**src/rtl/if_fetch_pkg.sv**
```systemverilog
// ============================================================================
// Module : if_fetch_pkg
// Brief  : Shared bus widths, fetch FSM codes and queue entry type for if_fetch.
// Rev    : 1.0  initial release
// ============================================================================
`timescale 1ns/1ps
`default_nettype none

package if_fetch_pkg;

  localparam int          InstAddrBus    = 32;
  localparam int          InstBus        = 32;
  localparam logic [31:0] ZeroWord       = 32'h0000_0000;
  localparam logic        True           = 1'b1;
  localparam logic        False          = 1'b0;

  localparam logic [1:0]  FetchIdle      = 2'b00;
  localparam logic [1:0]  FetchReq       = 2'b01;
  localparam logic [1:0]  FetchWait      = 2'b10;
  localparam logic [31:0] FetchAlignMask = 32'hFFFF_FFFC;

  typedef enum logic [1:0] {
    FETCH_IDLE = FetchIdle,
    FETCH_REQ  = FetchReq,
    FETCH_WAIT = FetchWait
  } fetch_state_e;

  typedef struct packed {
    logic [InstAddrBus-1:0] pc;
    logic [InstBus-1:0]     inst;
  } fetch_entry_t;

  function automatic logic [InstAddrBus-1:0] align_pc(input logic [InstAddrBus-1:0] addr);
    return addr & FetchAlignMask;
  endfunction

endpackage

`default_nettype wire

```
**src/rtl/if_fetch_queue.sv**
```systemverilog
// ============================================================================
// Module : if_fetch_queue
// Brief  : Small FIFO of {pc,inst} fetch results; flush wins over push/pop.
// Rev    : 1.0  initial release
// ============================================================================
`timescale 1ns/1ps
`default_nettype none

module if_fetch_queue
  import if_fetch_pkg::*;
#(
  parameter int DEPTH = 2
) (
  input  logic                     clk,
  input  logic                     rst,
  input  logic                     push,
  input  fetch_entry_t             push_data,
  input  logic                     pop,
  input  logic                     flush,
  output logic [$clog2(DEPTH):0]   count,
  output fetch_entry_t             head
);

  localparam int PW = $clog2(DEPTH);
  localparam int CW = PW + 1;

  fetch_entry_t    r_mem [DEPTH];
  logic [PW-1:0]   r_rd_ptr;
  logic [PW-1:0]   r_wr_ptr;
  logic [CW-1:0]   r_count;
  logic            w_do_push;
  logic            w_do_pop;

  // A full queue may still accept a push when the head leaves in the same cycle.
  assign w_do_pop  = pop && (r_count != '0) && !flush;
  assign w_do_push = push && !flush && ((r_count != CW'(DEPTH)) || w_do_pop);

  always_ff @(posedge clk or negedge rst) begin
    if (!rst) begin
      r_rd_ptr <= '0;
      r_wr_ptr <= '0;
      r_count  <= '0;
    end else if (flush) begin
      r_rd_ptr <= '0;
      r_wr_ptr <= '0;
      r_count  <= '0;
    end else begin
      if (w_do_push) r_wr_ptr <= r_wr_ptr + PW'(1);
      if (w_do_pop)  r_rd_ptr <= r_rd_ptr + PW'(1);
      case ({w_do_push, w_do_pop})
        2'b10:   r_count <= r_count + CW'(1);
        2'b01:   r_count <= r_count - CW'(1);
        default: r_count <= r_count;
      endcase
    end
  end

  always_ff @(posedge clk) begin
    if (w_do_push) r_mem[r_wr_ptr] <= push_data;
  end

  assign count = r_count;
  assign head  = r_mem[r_rd_ptr];

endmodule

`default_nettype wire

```
**src/rtl/if_fetch.sv**
```systemverilog
// ============================================================================
// Module : if_fetch
// Brief  : Instruction fetch stage: PC, single-outstanding memory fetch, IF queue.
// Rev    : 1.0  initial release
// ============================================================================
`timescale 1ns/1ps
`default_nettype none

module if_fetch
  import if_fetch_pkg::*;
#(
  parameter logic [31:0] RESET_PC    = 32'h0000_0000,
  parameter int          QUEUE_DEPTH = 2
) (
  input  logic                    clk,
  input  logic                    rst,
  input  logic                    if_stall,
  input  logic                    redirect_en,
  input  logic [InstAddrBus-1:0]  redirect_pc,
  output logic                    mem_req,
  output logic [InstAddrBus-1:0]  mem_addr,
  input  logic                    mem_gnt,
  input  logic                    mem_rvalid,
  input  logic [InstBus-1:0]      mem_rdata,
  output logic [InstAddrBus-1:0]  if_pc,
  output logic [InstBus-1:0]      if_inst,
  output logic                    if_valid
);

  localparam int CW = $clog2(QUEUE_DEPTH) + 1;

  fetch_state_e            r_state;
  fetch_state_e            w_state_nxt;
  logic [InstAddrBus-1:0]  r_pc;
  logic [InstAddrBus-1:0]  w_pc_nxt;
  logic [InstAddrBus-1:0]  r_mem_addr;
  logic [InstAddrBus-1:0]  w_mem_addr_nxt;
  logic                    r_mem_req;
  logic                    w_mem_req_nxt;
  logic                    r_discard;
  logic                    w_discard_nxt;

  logic [CW-1:0]           w_count;
  logic [CW-1:0]           w_count_after;
  fetch_entry_t            w_head;
  fetch_entry_t            w_push_data;
  logic                    w_valid;
  logic                    w_push;
  logic                    w_pop;
  logic                    w_has_room;
  logic                    w_room_after;

  assign w_valid       = (w_count != '0) ? True : False;
  assign w_pop         = w_valid && !if_stall && !redirect_en;
  assign w_push        = (r_state == FETCH_WAIT) && mem_rvalid && !r_discard && !redirect_en;
  assign w_push_data   = {r_mem_addr, mem_rdata};
  assign w_has_room    = (w_count < CW'(QUEUE_DEPTH));
  // Occupancy after this cycle's push/pop decides whether the next fetch may start.
  assign w_count_after = redirect_en ? '0 : (w_count + CW'(w_push) - CW'(w_pop));
  assign w_room_after  = (w_count_after < CW'(QUEUE_DEPTH));

  if_fetch_queue #(
    .DEPTH (QUEUE_DEPTH)
  ) u_queue (
    .clk       (clk),
    .rst       (rst),
    .push      (w_push),
    .push_data (w_push_data),
    .pop       (w_pop),
    .flush     (redirect_en),
    .count     (w_count),
    .head      (w_head)
  );

  always_ff @(posedge clk or negedge rst) begin
    if (!rst) begin
      r_state    <= FETCH_IDLE;
      r_pc       <= align_pc(RESET_PC);
      r_mem_req  <= 1'b0;
      r_mem_addr <= ZeroWord;
      r_discard  <= 1'b0;
    end else begin
      r_state    <= w_state_nxt;
      r_pc       <= w_pc_nxt;
      r_mem_req  <= w_mem_req_nxt;
      r_mem_addr <= w_mem_addr_nxt;
      r_discard  <= w_discard_nxt;
    end
  end

  always_comb begin
    w_state_nxt    = r_state;
    w_pc_nxt       = r_pc;
    w_mem_req_nxt  = r_mem_req;
    w_mem_addr_nxt = r_mem_addr;
    w_discard_nxt  = r_discard;

    if (redirect_en) w_pc_nxt = align_pc(redirect_pc);

    case (r_state)
      FETCH_IDLE: begin
        if (!redirect_en && w_has_room) begin
          w_state_nxt    = FETCH_REQ;
          w_mem_req_nxt  = 1'b1;
          w_mem_addr_nxt = r_pc;
        end
      end

      FETCH_REQ: begin
        // The in-flight request cannot be withdrawn; mark its response stale instead.
        if (redirect_en) w_discard_nxt = 1'b1;
        if (mem_gnt) begin
          w_state_nxt   = FETCH_WAIT;
          w_mem_req_nxt = 1'b0;
          if (!redirect_en && !r_discard) w_pc_nxt = r_pc + 32'd4;
        end
      end

      FETCH_WAIT: begin
        if (mem_rvalid) begin
          w_discard_nxt = 1'b0;
          if (w_room_after && !redirect_en) begin
            w_state_nxt    = FETCH_REQ;
            w_mem_req_nxt  = 1'b1;
            w_mem_addr_nxt = r_pc;
          end else begin
            w_state_nxt    = FETCH_IDLE;
          end
        end else if (redirect_en) begin
          w_discard_nxt = 1'b1;
        end
      end

      default: begin
        w_state_nxt   = FETCH_IDLE;
        w_mem_req_nxt = 1'b0;
      end
    endcase
  end

  assign mem_req  = r_mem_req;
  assign mem_addr = r_mem_addr;
  assign if_valid = w_valid;
  assign if_pc    = w_valid ? w_head.pc   : ZeroWord;
  assign if_inst  = w_valid ? w_head.inst : ZeroWord;

endmodule

`default_nettype wire

```
**config.mk**
```make
export PLATFORM = sky130hd
export DESIGN_NAME = if_fetch
export DESIGN_NICKNAME = d
export VERILOG_FILES = /design/src/rtl/if_fetch_pkg.sv /design/src/rtl/if_fetch_queue.sv /design/src/rtl/if_fetch.sv
export SDC_FILE = /design/constraint.sdc
export NUM_CORES = 1
export LEC_CHECK = 0
export CORE_UTILIZATION = 56
export DETAILED_ROUTE_END_ITERATION = 10
export PLACE_DENSITY = 0.87
export SYNTH_ARGS = -nofsm -noshare
export SYNTH_HDL_FRONTEND = slang
export SYNTH_HIERARCHICAL = 1
export SYNTH_SLANG_ARGS = --single-unit
```
**constraint.sdc**
```tcl
create_clock -name clk -period 10.36 [get_ports clk]
set_input_delay 3.108 -clock clk [delete_from_list [all_inputs] [get_ports clk]]
set_output_delay 3.108 -clock clk [all_outputs]
set_load 0.005 [all_outputs]
```
==> flow_summary.toml <==
[outcome]
outcome = "finished, final reports clean"

[floorplan]
die_h_um = 127
die_x_um = 127
core_um2 = 15200
die-area_um2 = 16000
io_pins = 168
fp-row-count = 45
start_util_pct = 57.3

[pwr]
power.density_nw_per_um2 = 195
p_leak_uw = 0.00395
ir_worst_vdd_mv = 0.141

[cts]
cts_tree = "built"
numClockSinks = 200
cts_buffers = 17
post-cts-setup-buffers = 0
cts_buffer_depth = 2
clock-root-buffer = "clkbuf_16"
clk-insertion-delay-late_ns = 0.43
ctsHtreeMaxLevel = 4
hold_buffers = 0
clkTransAtPathRegs_ns = 0.06
post_cts_resized = 0

[cells_and_area]
seq_area_um2 = 5650
final_cells = 978
nFillCells = 961
final_cell_mix = "clkdlybuf4s50_1, edfxtp_1, dfrtp_1, and2_1, mux2_2"
final_nets = 854
fin_area_um2 = 11100
syn_to_final_growth_pct = 27.6
diodes = 0
multiInputGateArea_um2 = 2870
layout-drive-gt1-share_pct = 14.1
mostFrequentLayoutCell = "clkdlybuf4s50_1"

[sta]
fin_skew_ns = 0.00890
finalSetupViolCount = 0
fmax_mhz = 150
fin_crit_ns = 6.65
post-route-period-util_pct = 64.2
slew_headroom_pct = 24.4
finalSetupTns_ns = 0
slew_viol_final = 0
worst_slew_pin_slew_ns = 1.13
rsz0062_at_grt = "false"
hold_viol_final = 0

[grt]
grt_pass1_wl_um = 29400
grt_start_max_net_pins = 73
antenna_found_initial = 0
track_usage_pct = 24.0
overflow = 0
grt_pass1_vias = 5739

[routing]
drtIter0Drc = 489
firstDrtPassIters = 5
drt-vias-per-instance = 5.84
wirelength_um = 18500
drcViolationCount = 0
vias = 5712
ant_nets = 0
wl_per_cell_um = 19.0

[critical_path]
critPathCaptureType = "flip-flop"
required_ns = 10.67
arrival_ns = 6.96
crit_fanout = 44
crit_type = "input port to flip-flop"
crit_path_start_kind = "input port"

[logic_synthesis]
synth.distinct_cells = 62
syn_area_per_cell_um2 = 14.1
netlist_area_um2 = 8700
ys_async_sr_fraction_pct = 36.0
synthFlopType = "edfxtp_1"
syn_nets = 694
synth_edf_count = 128
synth_seq_cells = 200
ys_seq_area_share_pct = 64.9
ys_warn_count = 6
syn_inst = 617

[placement]
dp_hpwl_um = 11900
numPortBuffers = 165
placed_area_um2 = 10500
gp_congestion = 0.883
dp_cells = 946

[run]
max_cap_violations = 0

[min_path]
hold_class = "flip-flop to flip-flop"
[worst paths after layout]
check,start,to,slack (ns),cells after the start
worst min register to register,mem_addr[0],u_queue/r_mem[1][32],0.49,0
min in group asynchronous,rst,mem_addr[29],2.80,1
worst max register to register,u_queue/count[1],mem_addr[19],5.68,8
worst max-delay path,redirect_en,mem_addr[19],3.71,9
max in group asynchronous,rst,u_queue/r_rd_ptr,6.89,1
worst min-delay path,mem_addr[0],u_queue/r_mem[1][32],0.49,0
[cell usage after synthesis (all sizes together), types with 8 or more instances]
library cell	number	share of area [%]
edfxtp	128	44
mux2	98	13
dfrtp	72	21
and2	65	4.7
nor2	32	1.4
nand2	26	1.1
a21oi	19	1.1
buf	15	1.4
clkbuf	15	0.65
nand3	15	0.92
nor3	13	0.81
o21ai	10	0.62
inv	9	0.39
nand4	8	0.58
[per-stage QoR]
step / setup WS [ns] / hold slack, ns / total power, uW / util, %
floorplan: 0.698 / 0.458 / 1260 / -
global placement: 3.57 / 0.477 / 1480 / 69.0
detailed placement: 3.38 / 0.479 / 1500 / 69.0
CTS: 3.78 / 0.494 / 2180 / 73.0
global route: 3.61 / 0.518 / 2250 / 73.0
finish: 3.71 / 0.494 / 2160 / 73.0
[report_power, final]
group          total [uW]  internal, uW  switching (uW)  leakage, uW
Sequential           1060           970            92.5      0.00199
Combinational         424           258             166      0.00167
Clock                 678           399             279     0.000297
Total                2160          1630             537      0.00395
[state kept, by name, indices dropped and copies added (netlist names)]
register          cells
r_discard             1
u_queue/r_mem       128
u_queue/r_wr_ptr      1
r_state               2
mem_addr             32
r_pc                 32
u_queue/count         2
u_queue/r_rd_ptr      1
mem_req               1
[cell families after synthesis]
group	after synthesis	share of synthesized area (%)
adder cells (fa/ha/maj)	7	1.01
XOR/XNOR	4	0.403
flip-flops	200	64.9
multiplexers	100	13.0
buffers and inverters	40	2.44
AO/OA/AOI/OAI	68	5.56
AND/OR/NAND/NOR	198	12.8
[worst max-delay path: stages]
cell and delay [ns]:
clkdlybuf4s50_1 0.39, buf_4 0.28, nor3b_1 0.88, ha_1 0.39
nor2b_1 0.16, xnor2_1 0.20, nand3_1 0.17, a21oi_4 0.94
mux2_2 0.43
[layer usage]
| layer | up-vias | part of all wire, % | track usage (%) |
|---|---|---|---|
| met5 | - | 0 | 0 |
| met4 | 0 | 2.5 | 10.2 |
| met3 | 44 | 6.9 | 5.65 |
| met2 | 274 | 50 | 40.5 |
| met1 | 2783 | 41 | 30.0 |
| li1 | 2611 | - | - |
[area by class of cell]
class | instances | area share [%]
sequential | 200 | 50.9
tap | 188 | 2.12
timing repair buffer | 171 | 15.3
clock inverter | 11 | 1.31
inverter | 10 | 0.338
clock buffer | 21 | 4.24
multi-input combinational | 377 | 25.9
(Power assumes the default switching activity.)
